$ cat src/rtl/aidc_lite_comp_sched.sv
// aidc_lite_comp_sched: pick the shortest successful compression of a line (else raw) and stream it out
module aidc_lite_comp_sched #(
  parameter int TIMEOUT = 64
) (
  input  logic         clk,
  input  logic         rst,
  input  logic         start_i,
  input  logic [511:0] raw_i,
  input  logic         c0_valid_i,
  input  logic [2:0]   c0_addr_i,
  input  logic [63:0]  c0_data_i,
  input  logic         c0_done_i,
  input  logic         c0_fail_i,
  input  logic         c1_valid_i,
  input  logic [2:0]   c1_addr_i,
  input  logic [63:0]  c1_data_i,
  input  logic         c1_done_i,
  input  logic         c1_fail_i,
  output logic         busy_o,
  output logic         out_valid_o,
  input  logic         out_ready_i,
  output logic [63:0]  out_data_o,
  output logic         out_sop_o,
  output logic         out_eop_o,
  output logic [1:0]   out_mode_o,
  output logic [3:0]   out_len_o
);
  typedef enum logic [1:0] {IDLE, WAIT, SEL, SEND} state_t;
  localparam int TW = $clog2(TIMEOUT) + 1;
  state_t         state;
  logic [511:0]   raw_q;
  logic [63:0]    buf0 [8];
  logic [63:0]    buf1 [8];
  logic [3:0]     cnt0, cnt1, a0, a1;
  logic           done0, done1, fail0, fail1, prev0, prev1;
  logic           rise0, rise1, e0, e1, pick0;
  logic [TW-1:0]  timer;
  logic [2:0]     idx;
  logic [8:0]     sh;
  assign busy_o = state != IDLE;
  // selection, done-edge detection and output word mux
  always_comb begin
    rise0 = c0_done_i & ~prev0;
    rise1 = c1_done_i & ~prev1;
    e0 = done0 & ~fail0 & (cnt0 != 4'd0);
    e1 = done1 & ~fail1 & (cnt1 != 4'd0);
    pick0 = e0 & (~e1 | (cnt0 <= cnt1));
    a0 = {1'b0, c0_addr_i} + 4'd1;
    a1 = {1'b0, c1_addr_i} + 4'd1;
    sh = {~idx, 6'd0};
    out_data_o = out_mode_o == 2'b00 ? buf0[idx] : out_mode_o == 2'b01 ? buf1[idx] : raw_q[sh +: 64];
  end
  // line and candidate storage; contents are don't-care until written
  always_ff @(posedge clk) begin
    if (state == IDLE && start_i) raw_q <= raw_i;
    if (state == WAIT && c0_valid_i) buf0[c0_addr_i] <= c0_data_i;
    if (state == WAIT && c1_valid_i) buf1[c1_addr_i] <= c1_data_i;
  end
  // control FSM with registered stream outputs
  always_ff @(posedge clk) begin
    if (rst) begin
      state <= IDLE;
      cnt0 <= '0;
      cnt1 <= '0;
      done0 <= 1'b0;
      done1 <= 1'b0;
      fail0 <= 1'b0;
      fail1 <= 1'b0;
      prev0 <= 1'b1;
      prev1 <= 1'b1;
      timer <= '0;
      idx <= '0;
      out_valid_o <= 1'b0;
      out_sop_o <= 1'b0;
      out_eop_o <= 1'b0;
      out_mode_o <= 2'b00;
      out_len_o <= '0;
    end else begin
      prev0 <= c0_done_i;
      prev1 <= c1_done_i;
      case (state)
        IDLE: if (start_i) begin
          cnt0 <= '0;
          cnt1 <= '0;
          done0 <= 1'b0;
          done1 <= 1'b0;
          fail0 <= 1'b0;
          fail1 <= 1'b0;
          timer <= '0;
          state <= WAIT;
        end
        WAIT: begin
          timer <= timer + 1'b1;
          if (c0_valid_i && a0 > cnt0) cnt0 <= a0;
          if (c1_valid_i && a1 > cnt1) cnt1 <= a1;
          if (rise0) begin
            done0 <= 1'b1;
            fail0 <= c0_fail_i;
          end
          if (rise1) begin
            done1 <= 1'b1;
            fail1 <= c1_fail_i;
          end
          if ((done0 && done1) || timer == TW'(TIMEOUT - 1)) state <= SEL;
        end
        SEL: begin
          out_mode_o <= pick0 ? 2'b00 : e1 ? 2'b01 : 2'b11;
          out_len_o <= pick0 ? cnt0 : e1 ? cnt1 : 4'd8;
          out_eop_o <= pick0 ? cnt0 == 4'd1 : e1 && cnt1 == 4'd1;
          out_sop_o <= 1'b1;
          out_valid_o <= 1'b1;
          idx <= '0;
          state <= SEND;
        end
        SEND: if (out_ready_i) begin
          if (out_eop_o) begin
            out_valid_o <= 1'b0;
            out_sop_o <= 1'b0;
            out_eop_o <= 1'b0;
            state <= IDLE;
          end else begin
            idx <= idx + 3'd1;
            out_sop_o <= 1'b0;
            out_eop_o <= {1'b0, idx} + 4'd2 == out_len_o;
          end
        end
      endcase
    end
  end
endmodule

$ cat config.mk
export PLATFORM = sky130hd
export DESIGN_NAME = aidc_lite_comp_sched
export DESIGN_NICKNAME = d
export VERILOG_FILES = /design/src/rtl/aidc_lite_comp_sched.sv
export SDC_FILE = /design/constraint.sdc
export NUM_CORES = 1
export LEC_CHECK = 0
export CORE_MARGIN = 2
export CORE_UTILIZATION = 36
export DETAILED_ROUTE_END_ITERATION = 6
export PLACE_DENSITY_LB_ADDON = 0.25
export SLEW_MARGIN = 5
export SYNTH_ARGS = -nofsm -noshare
export SYNTH_HDL_FRONTEND = slang
export SYNTH_SLANG_ARGS = --single-unit
$ cat constraint.sdc
create_clock -name clk -period 30 [get_ports clk]
set_input_delay 3 -clock clk [delete_from_list [all_inputs] [get_ports clk]]
set_output_delay 3 -clock clk [all_outputs]
set_load 0.005 [all_outputs]
==> results of run 1 <==
## worst paths after layout
| check | cells past startpoint | slack (ns) | to |
|---|---|---|---|
| max reg2reg | 7 | 25.43 | raw_q[8] |
| min | 2 | 0.48 | timer[1] |
| max | 7 | 21.55 | out_data_o[56] |
| min reg2reg | 2 | 0.48 | timer[1] |
## critical path: cells and delay by family (launching register included)
kind / cells / cell delay [ns]
buffers and inverters: 3 / 2.32
muxes: 2 / 0.46
AOI/OAI and AO/OA: 1 / 0.26
DFF: 1 / 0.91
and+or+nand+nor: 1 / 0.52
## cell families (layout without fill, tap and decap cells)
logic type,count (synthesis),in the layout,share of synthesized area
AOI/OAI and AO/OA,135,135,0.01745
buffers and inverters,160,1096,0.01271
muxes,578,578,0.1766
and+or+nand+nor,176,176,0.01401
xor gates and xnor gates,12,12,0.001733
DFF,1574,1574,0.7730
adders and majority gates,22,22,0.004538
other,0,8,0
## power by group through the flow
stage / Clock, mW / Combinational [mW] / Sequential, mW
5_1_grt: 2.07 / 0.825 / 2.78
2_1_floorplan: 0 / 0.386 / 2.87
3_3_place_gp: 0 / 0.786 / 2.80
3_5_place_dp: 0 / 0.792 / 2.80
6_report: 1.94 / 0.777 / 2.76
4_1_cts: 1.99 / 0.793 / 2.76
## cell usage after synthesis (4+ instances only)
library cell	number	area, um^2
a21oi_1	32	160.2
a221o_1	48	480.5
a22o_1	24	210.2
a31oi_1	4	25.02
buf_1	27	101.4
buf_2	34	170.2
buf_4	4	30.03
buf_6	15	168.9
clkbuf_1	61	229.0
dfxtp_1	38	760.7
edfxtp_1	1536	46120
ha_1	22	275.3
inv_1	19	71.32
mux2_2	97	1092
mux2i_1	97	970.9
mux4_2	384	8648
nand2_1	27	101.4
nand2b_1	7	43.79
nand3_1	17	85.08
nand4_1	6	37.54
nor2_1	37	138.9
nor2b_1	9	56.30
nor3_1	61	305.3
o21ai_0	11	55.05
xnor2_1	4	35.03
xor2_1	8	70.07
## cell type report
| class | count | area [um^2] |
|---|---|---|
| Multi-Input combinational cell | 923 | 13120 |
| Tap cell | 2204 | 2758 |
| Inverter | 19 | 78.83 |
| Antenna cell | 8 | 20.02 |
| Fill cell | 14050 | 91530 |
| Clock buffer | 206 | 4357 |
| Sequential cell | 1574 | 46920 |
| Timing Repair Buffer | 777 | 7707 |
| Clock inverter | 94 | 740.7 |
## sequential cells by signal, indices dropped and copies added, names as in the netlist, 2 cells and up, named ones only
| register | cells |
|---|---|
| idx | 3 |
| buf1 | 512 |
| state | 2 |
| out_mode_o | 2 |
| cnt0 | 4 |
| out_len_o | 4 |
| cnt1 | 4 |
| raw_q | 512 |
| timer | 7 |
| buf0 | 512 |
## routing by layer
layer | track usage | vias to the layer above
met5 | 0 | -
met4 | 0.04520 | 36
met3 | 0.04337 | 285
met2 | 0.3334 | 959
met1 | 0.2470 | 16180
li1 | - | 12920
==> impl_results.md, run 1 <==
* Status: finished, final reports clean
* Mapped Avg Cell Area at 22.83 um^2
* Register bit total from synthesis at 1,574
* Skew final at 0.02599 ns
* Dpl hpwl at 107.2 mm
* Hold wc startpoint: timer[1]
* Most Frequent Cell on Critical Path: buf_4
* WL per Instance at 28.81 um
* IO buf count at 729
* Final Max Tran Viols at 0
* Fin area at 75,690 um^2
* Vias in the first global route at 31.15k
* CTS tree: yes
* Leak at 23.32 nW
* Power Dens Cells at 72.39 nW/um^2
* Internal at 4.122 mW
* DRT Pass-1 Iters at 5
* Fmax at 0.1184 GHz
* Setup crit start kind: flip-flop
* Via-to-Cell Ratio at 5.235
* Post-Synthesis Cells at 2,657
* Ys Warns at 0
* Number of hold buffers added after cts at 0
* RSZ-0062 raised after global routing: no
* Clock Tree Buf Depth at 3
* Cell row count at 150
* Die footprint at 171,800 um^2
* DRC Markers at 0
* Final wirelength at 167.2 mm
* Worst EP required at 27.00 ns
* Worst-path maximum fanout at 65
* Comb power frac at 0.142
* Post-synth EDFFs at 1,536
* Worst-path clk slew at 0.06 ns
* Minimum clock period at 8.449 ns
* Net Count, Synth at 3,335
* Setup Buffers After CTS at 0
* Sequential fraction of design power at 0.504
* Placed cells at 5,497
* DR vias at 30.39k
* Arr. time, crit path at 5.45 ns
* Worst setup path class: reg2out
* Setup ws final at 21.55 ns
* Met3 wire length at 9.974 mm
* Max Cap Viol at 0
* RD Place Congestion at 0.8306
* Number of distinct library cells after synthesis at 45
* Core Box Area at 167,200 um^2
* H-Tree Depth at 4
* Seq/Total Area, Yosys at 0.7730
* Total track usage at 0.1929
* Hold slack at 0.4754 ns
* Sw Share at 0.2477
* Post_cts resized at 0
* Critical-path cell list: buf_4 > buf_4 > mux4_2 > mux2i_1 > nor3_1 > a221o_1 > clkdlybuf4s50_1
* Min-delay worst type: reg2reg
* Die X at 414.5 um
* Post-Route M1 WL at 67.12 mm
* Most frequent cells in the layout: 1,536 x edfxtp_1, 729 x clkdlybuf4s50_1, 384 x mux4_2
* Share of flip-flops with an asynchronous set or reset at 0
* Initial core utilization at 0.3627
* NumNets Final at 4,140
* Die H at 414.5 um
* Met2 Wirelength at 86.29 mm
* Clock sink count at 1,574
* Most common cell after layout, fill and taps aside: edfxtp_1
* Worst slew margin at 0.1940
* Critical path's slowest cell: buf_4
* Final setup vio count at 0
* Cell Count, Final, Fillers Out at 5,805
* Final hold violation count at 0
* Top sig layer: met5
* Synthesis-to-finish area growth at 24.79%
* Clk network pwr share at 0.354
* Reg-to-reg startpoint: state[0]
* Total gr overflow at 0
* CTS root buf: clkbuf_16
* TritonCTS Buffers at 167
* Largest net degree at the start of global routing at 165
* Num ports at 730
* Final Cycle Share at 0.2816
* Layout cells sized above 1 at 0.2188
* Post-synth top flop: edfxtp_1
* Initial antenna violation count at 67
* Critical Path End Type: output pin
* Synthesized cell area at 60,660 um^2
* Final TNS setup at 0 ns
* Worst-margin pin slew at 1.200 ns
* First-pass GRT wire length at 236.4 mm
* Placed Area at 70,580 um^2
* Max incr delay on CP at 0.93 ns
* Switching pwr at 1.357 mW
* Worst vdd ir at 61.16 uV
* Final ANT Viol Nets at 0
* Clk Latency, worst-skew pair at 0.81 ns
* DRT iter0 DRCs at 2,581
* Final core utilization at 0.4527
* Pwr Total at 5.479 mW
* Pre-CTS setup slack at 22.26 ns
Note: power is estimated with default switching activity, not from simulation.
==> inputs of run 2 (changes only) <==
==> constraint.sdc (replaced) <==
create_clock -name clk -period 7.6 [get_ports clk]
set_input_delay 0.76 -clock clk [delete_from_list [all_inputs] [get_ports clk]]
set_output_delay 0.76 -clock clk [all_outputs]
set_load 0.005 [all_outputs]
==> run 2 against run 1 <==
Compared with the run above:
- non-clock buffer count up 7
- combinational power rose to 4.1 times the previous value
- highest routed layer unchanged
- critical path type unchanged
- wire length up 1.0%
- register-to-register slack worse by 21 ns
- clock skew up 0.0059 ns
- clock power rose to 4.1 times the previous value
- hold slack about the same
- global-route usage up 0.20 points
- design area up 0.58%
- largest cell class unchanged
- cell count up 0.19%
==> impl_results.md, run 2 (synthesis results as in run 1) <==
* Critical Path End Type: output pin
* Largest net degree at the start of global routing at 125
* Cell row count at 150
* Core Box Area at 167,200 um^2
* Pre-CTS setup slack at 3.310 ns
* Leak at 23.50 nW
* First-pass GRT wire length at 238.1 mm
* DRC Markers at 0
* Worst-path clk slew at 0.06 ns
* RD Place Congestion at 0.8153
* Clock sink count at 1,574
* Setup Buffers After CTS at 0
* Fmax at 0.1993 GHz
* Hold Path Depth at 2
* R2R setup slack at 3.95 ns
* Layout cells sized above 1 at 0.2217
* Worst slew margin at 0.2717
* Worst vdd ir at 177.8 uV
* Post_cts resized at 0
* Worst-margin pin slew at 1.092 ns
* Worst reg-to-reg path cell count at 5
* Reg-to-Reg End: buf1[6][38]
* Arr. time, crit path at 4.26 ns
* Final ANT Viol Nets at 0
* Cell Count, Final, Fillers Out at 5,816
* Number of hold buffers added after cts at 0
* H-Tree Depth at 4
* Reg-to-reg startpoint: state[1]
* Via-to-Cell Ratio at 5.221
* CTS tree: yes
* Skew final at 0.03185 ns
* Hold path endpoint: timer[1]
* Total gr overflow at 0
* Die X at 414.5 um
* Clock Tree Buf Depth at 3
* Initial antenna violation count at 66
* Worst EP required at 6.84 ns
* Most common cell after layout, fill and taps aside: edfxtp_1
* Final setup vio count at 0
* NumNets Final at 4,144
* Hold wc startpoint: timer[1]
* Setup ws final at 2.581 ns
* Power Dens Cells at 288.8 nW/um^2
* Worst-path maximum fanout at 64
* Vias in the first global route at 31.33k
* Status: finished, final reports clean
* IO buf count at 729
* Final hold violation count at 0
* Setup crit start kind: flip-flop
* Die footprint at 171,800 um^2
* DR vias at 30.37k
* DRT Pass-1 Iters at 5
* Max Cap Viol at 0
* Final core utilization at 0.4553
* CTS root buf: clkbuf_16
* Total track usage at 0.1949
* Worst setup path class: reg2out
* Most frequent cells in the layout: 1,536 x edfxtp_1, 729 x clkdlybuf4s50_1, 384 x mux4_2
* Final Max Tran Viols at 0
* Placed cells at 5,504
* Dpl hpwl at 106.5 mm
* Num ports at 730
* RSZ-0062 raised after global routing: no
* TritonCTS Buffers at 164
* WL per Instance at 29.05 um
* Minimum clock period at 5.019 ns
* Final wirelength at 169.0 mm
* DRT iter0 DRCs at 2,535
* Initial core utilization at 0.3627
* Clk Latency, worst-skew pair at 0.81 ns
* Final Cycle Share at 0.6604
* Die H at 414.5 um
* Biggest regs: buf0 (512), buf1 (512), raw_q (512)
* Synthesis-to-finish area growth at 25.51%
* Min-delay worst type: reg2reg
## run 2: cell count changes in the layout (fill, tap and decap cells not counted), moves of 4 or more
cell / before / now
buf_12: 4 / 13
bufinv_16: 6 / 17
clkbuf_1: 37 / 30
clkinv_2: 34 / 29
clkinv_4: 0 / 4
diode_2: 8 / 13
## run 2: final cells by class
| type | count | area (um^2) |
|---|---|---|
| repair buffers | 784 | 7873 |
| flip-flops and latches | 1574 | 46920 |
| diodes | 13 | 32.53 |
| inverters | 19 | 75.07 |
| well taps | 2204 | 2758 |
| clock buffers | 201 | 4358 |
| fillers | 13970 | 91090 |
| multi-input cells | 923 | 13130 |
| clock inverters | 98 | 985.9 |
## run 2: worst max path at each step
stage / from / endpoint / depth (start not counted)
after floorplan: start_i / raw_q[0] / 2
after global placement: flip-flop / out_data_o[63] / 5
after detailed placement: flip-flop / out_data_o[63] / 5
after CTS: flip-flop / out_data_o[63] / 5
after global routing: flip-flop / out_data_o[11] / 6
final: flip-flop / out_data_o[34] / 7
## run 2: routing by layer
| layer | track usage | part of all wire |
|---|---|---|
| met1 | 0.2387 | 0.39 |
| met2 | 0.3405 | 0.52 |
| met3 | 0.05279 | 0.066 |
| met4 | 0.04942 | 0.023 |
| met5 | 0 | 0.0021 |
## run 2: critical path, cell delays in order, from the launching register on
cell             delay (ns)
dfxtp_4                0.44
buf_4                  0.45
buf_4                  0.84
mux4_2                 0.35
mux2i_1                0.07
nor3_1                 0.47
a221o_1                0.21
clkdlybuf4s50_1        0.53
## run 2: report_power, final
group | switching, mW | internal (mW)
combinational | 1.73 | 1.42
clock | 3.35 | 4.66
sequential | 0.260 | 10.6
total | 5.34 | 16.6
## run 2: through the flow
stage | cell area [um^2] | hold WS, ns | total power, mW | setup TNS [ns]
2_1_floorplan | 60680 | 0.4492 | 12.70 | -675.61
3_3_place_gp | 70750 | 0.4605 | 14.19 | 0
3_5_place_dp | 70750 | 0.4694 | 14.22 | 0
4_1_cts | 76100 | 0.4276 | 22.25 | 0
5_1_grt | 76120 | 0.4667 | 22.76 | 0
6_report | 76130 | 0.4756 | 21.99 | 0
==> inputs of run 3 (changes only) <==
==> constraint.sdc (replaced) <==
create_clock -name clk -period 4.75 [get_ports clk]
set_input_delay 0.475 -clock clk [delete_from_list [all_inputs] [get_ports clk]]
set_output_delay 0.475 -clock clk [all_outputs]
set_load 0.005 [all_outputs]
==> run 3 against run 2 <==
Compared with the run above:
- wire length fell by 1.7%
- largest cell class unchanged
- highest routed layer unchanged
- count of clock-buffer cells in the layout increased by 14
- hold slack got worse by 0.26 ns
==> impl_results.md, run 3 (synthesis results as in run 1) <==
* Vias in the first global route at 31.45k
* Biggest regs: buf0 (512), buf1 (512), raw_q (512)
* DRC Markers at 0
* Pre-CTS setup slack at 1.164 ns
* Final wirelength at 166.1 mm
* CTS tree: yes
* Worst setup path class: reg2out
* Met1 Use GR at 0.2417
* Worst-path clk slew at 0.06 ns
* Area of the multi-input gates at 13,160 um^2
* H-Tree Depth at 4
* Arr. time, crit path at 3.85 ns
* Skew final at 0.03773 ns
* Critical Path End Type: output pin
* Dpl hpwl at 110.8 mm
* Core Box Area at 167,200 um^2
* IO buf count at 729
* Worst slew margin at 0.2997
* CTS root buf: clkbuf_16
* FILL cells at 13.95k
* Final core utilization at 0.4596
* Total track usage at 0.1919
* Leak at 23.85 nW
* Final Cycle Share at 0.9100
* Fmax at 0.2313 GHz
* Crit-path leading delay family: multiplexers
* Final setup vio count at 0
* Clk Latency, worst-skew pair at 0.80 ns
* Worst-margin pin slew at 1.048 ns
* Critical path's slowest cell: dfxtp_4
* NumNets Final at 4,193
* Setup ws final at 0.4273 ns
* Final hold violation count at 0
* Number of hold buffers added after cts at 0
* Via-to-Cell Ratio at 5.161
* Die H at 414.5 um
* Busiest grt layer: met2
* First-pass GRT wire length at 235.9 mm
* Min-delay worst type: in2reg
* DR vias at 30.28k
* Total gr overflow at 0
* Final ANT Viol Nets at 0
* RD Place Congestion at 0.8182
* Buffers and inverters on the worst path at 2
* Max Cap Viol at 0
* Worst EP required at 4.28 ns
* Die footprint at 171,800 um^2
* Status: finished, final reports clean
* Clock Tree Buf Depth at 3
* Most frequent cells in the layout: 1,536 x edfxtp_1, 729 x clkdlybuf4s50_1, 384 x mux4_2
* Power Dens Cells at 460.3 nW/um^2
* Cell Count, Final, Fillers Out at 5,866
* RSZ-0062 raised after global routing: no
* Placed cells at 5,549
* Hold slack at 0.2193 ns
* Most common cell after layout, fill and taps aside: edfxtp_1
* Post_cts resized at 0
* DRT Pass-1 Iters at 7
* Die X at 414.5 um
* Largest net degree at the start of global routing at 154
* Setup crit start kind: flip-flop
* Max incr delay on CP at 0.79 ns
* Worst vdd ir at 361.7 uV
* Initial core utilization at 0.3627
* Initial antenna violation count at 69
* Worst-path maximum fanout at 27
* Met2 Use GR at 0.3341
* GR Util met3 at 0.04787
* R2R setup slack at 1.73 ns
* DRT iter0 DRCs at 2,302
* Num ports at 730
* TritonCTS Buffers at 168
* Final Max Tran Viols at 0
* Critical-path cell list: buf_4 > mux4_2 > mux2_2 > a221o_1 > clkdlybuf4s50_1
* Cell row count at 150
* Synthesis-to-finish area growth at 26.70%
* Seq. cell area at 46,920 um^2
* Layout cells sized above 1 at 0.2313
* Clock sink count at 1,574
* Minimum clock period at 4.323 ns
* Setup Buffers After CTS at 0
* WL per Instance at 28.31 um
-- run 3: cell count changes in the layout (fill, tap and decap cells not counted), sizes merged --
cell | before | now
buf | 55 | 100
clkbuf | 201 | 215
clkinv | 72 | 62
clkinvlp | 4 | 5
diode | 13 | 9
inv | 24 | 28
-- run 3: worst register-to-register path: stages (launching register included) --
cell     delay, ns
dfxtp_2       0.34
inv_2         0.09
ha_1          0.60
nand2_1       0.42
nor2_4        0.91
buf_12        0.32
-- run 3: final cells by class --
cell class                 instances  share of cell area
clock inverter                    93             0.01301
multi-input combinational        923              0.1713
inverter                          19           0.0009768
tap                             2204             0.03588
timing repair buffer             829              0.1103
sequential                      1574              0.6105
antenna                            9           0.0002930
clock buffer                     215             0.05783
-- run 3: metal layers --
metal	wire, um	up-vias
met1	66900	16040
met2	86030	860
met4	3462	44
met5	287	-
met3	9397	285
li1	-	13050
-- run 3: worst paths after layout --
check,cells after the start,endpoint,from
setup / recovery,5,out_data_o[62],idx[0]
hold / removal,1,raw_q[320],raw_i[320]
setup reg to reg,5,buf0[4][56],state[1]
hold reg to reg,2,timer[1],timer[1]
-- run 3: where the power goes --
| part | switching [mW] | internal [mW] |
|---|---|---|
| Combinational | 2.68 | 2.32 |
| Clock | 5.41 | 7.57 |
| Sequential | 0.475 | 16.9 |
-- run 3: metrics by stage --
step / TNS [ns] / total power [mW] / instance area (um^2)
6_report: 0 / 35.37 / 76850
3_3_place_gp: 0 / 22.71 / 71390
2_1_floorplan: -2038.89 / 20.04 / 60700
3_5_place_dp: 0 / 22.78 / 71390
4_1_cts: 0 / 35.81 / 76830
5_1_grt: 0 / 36.64 / 76850
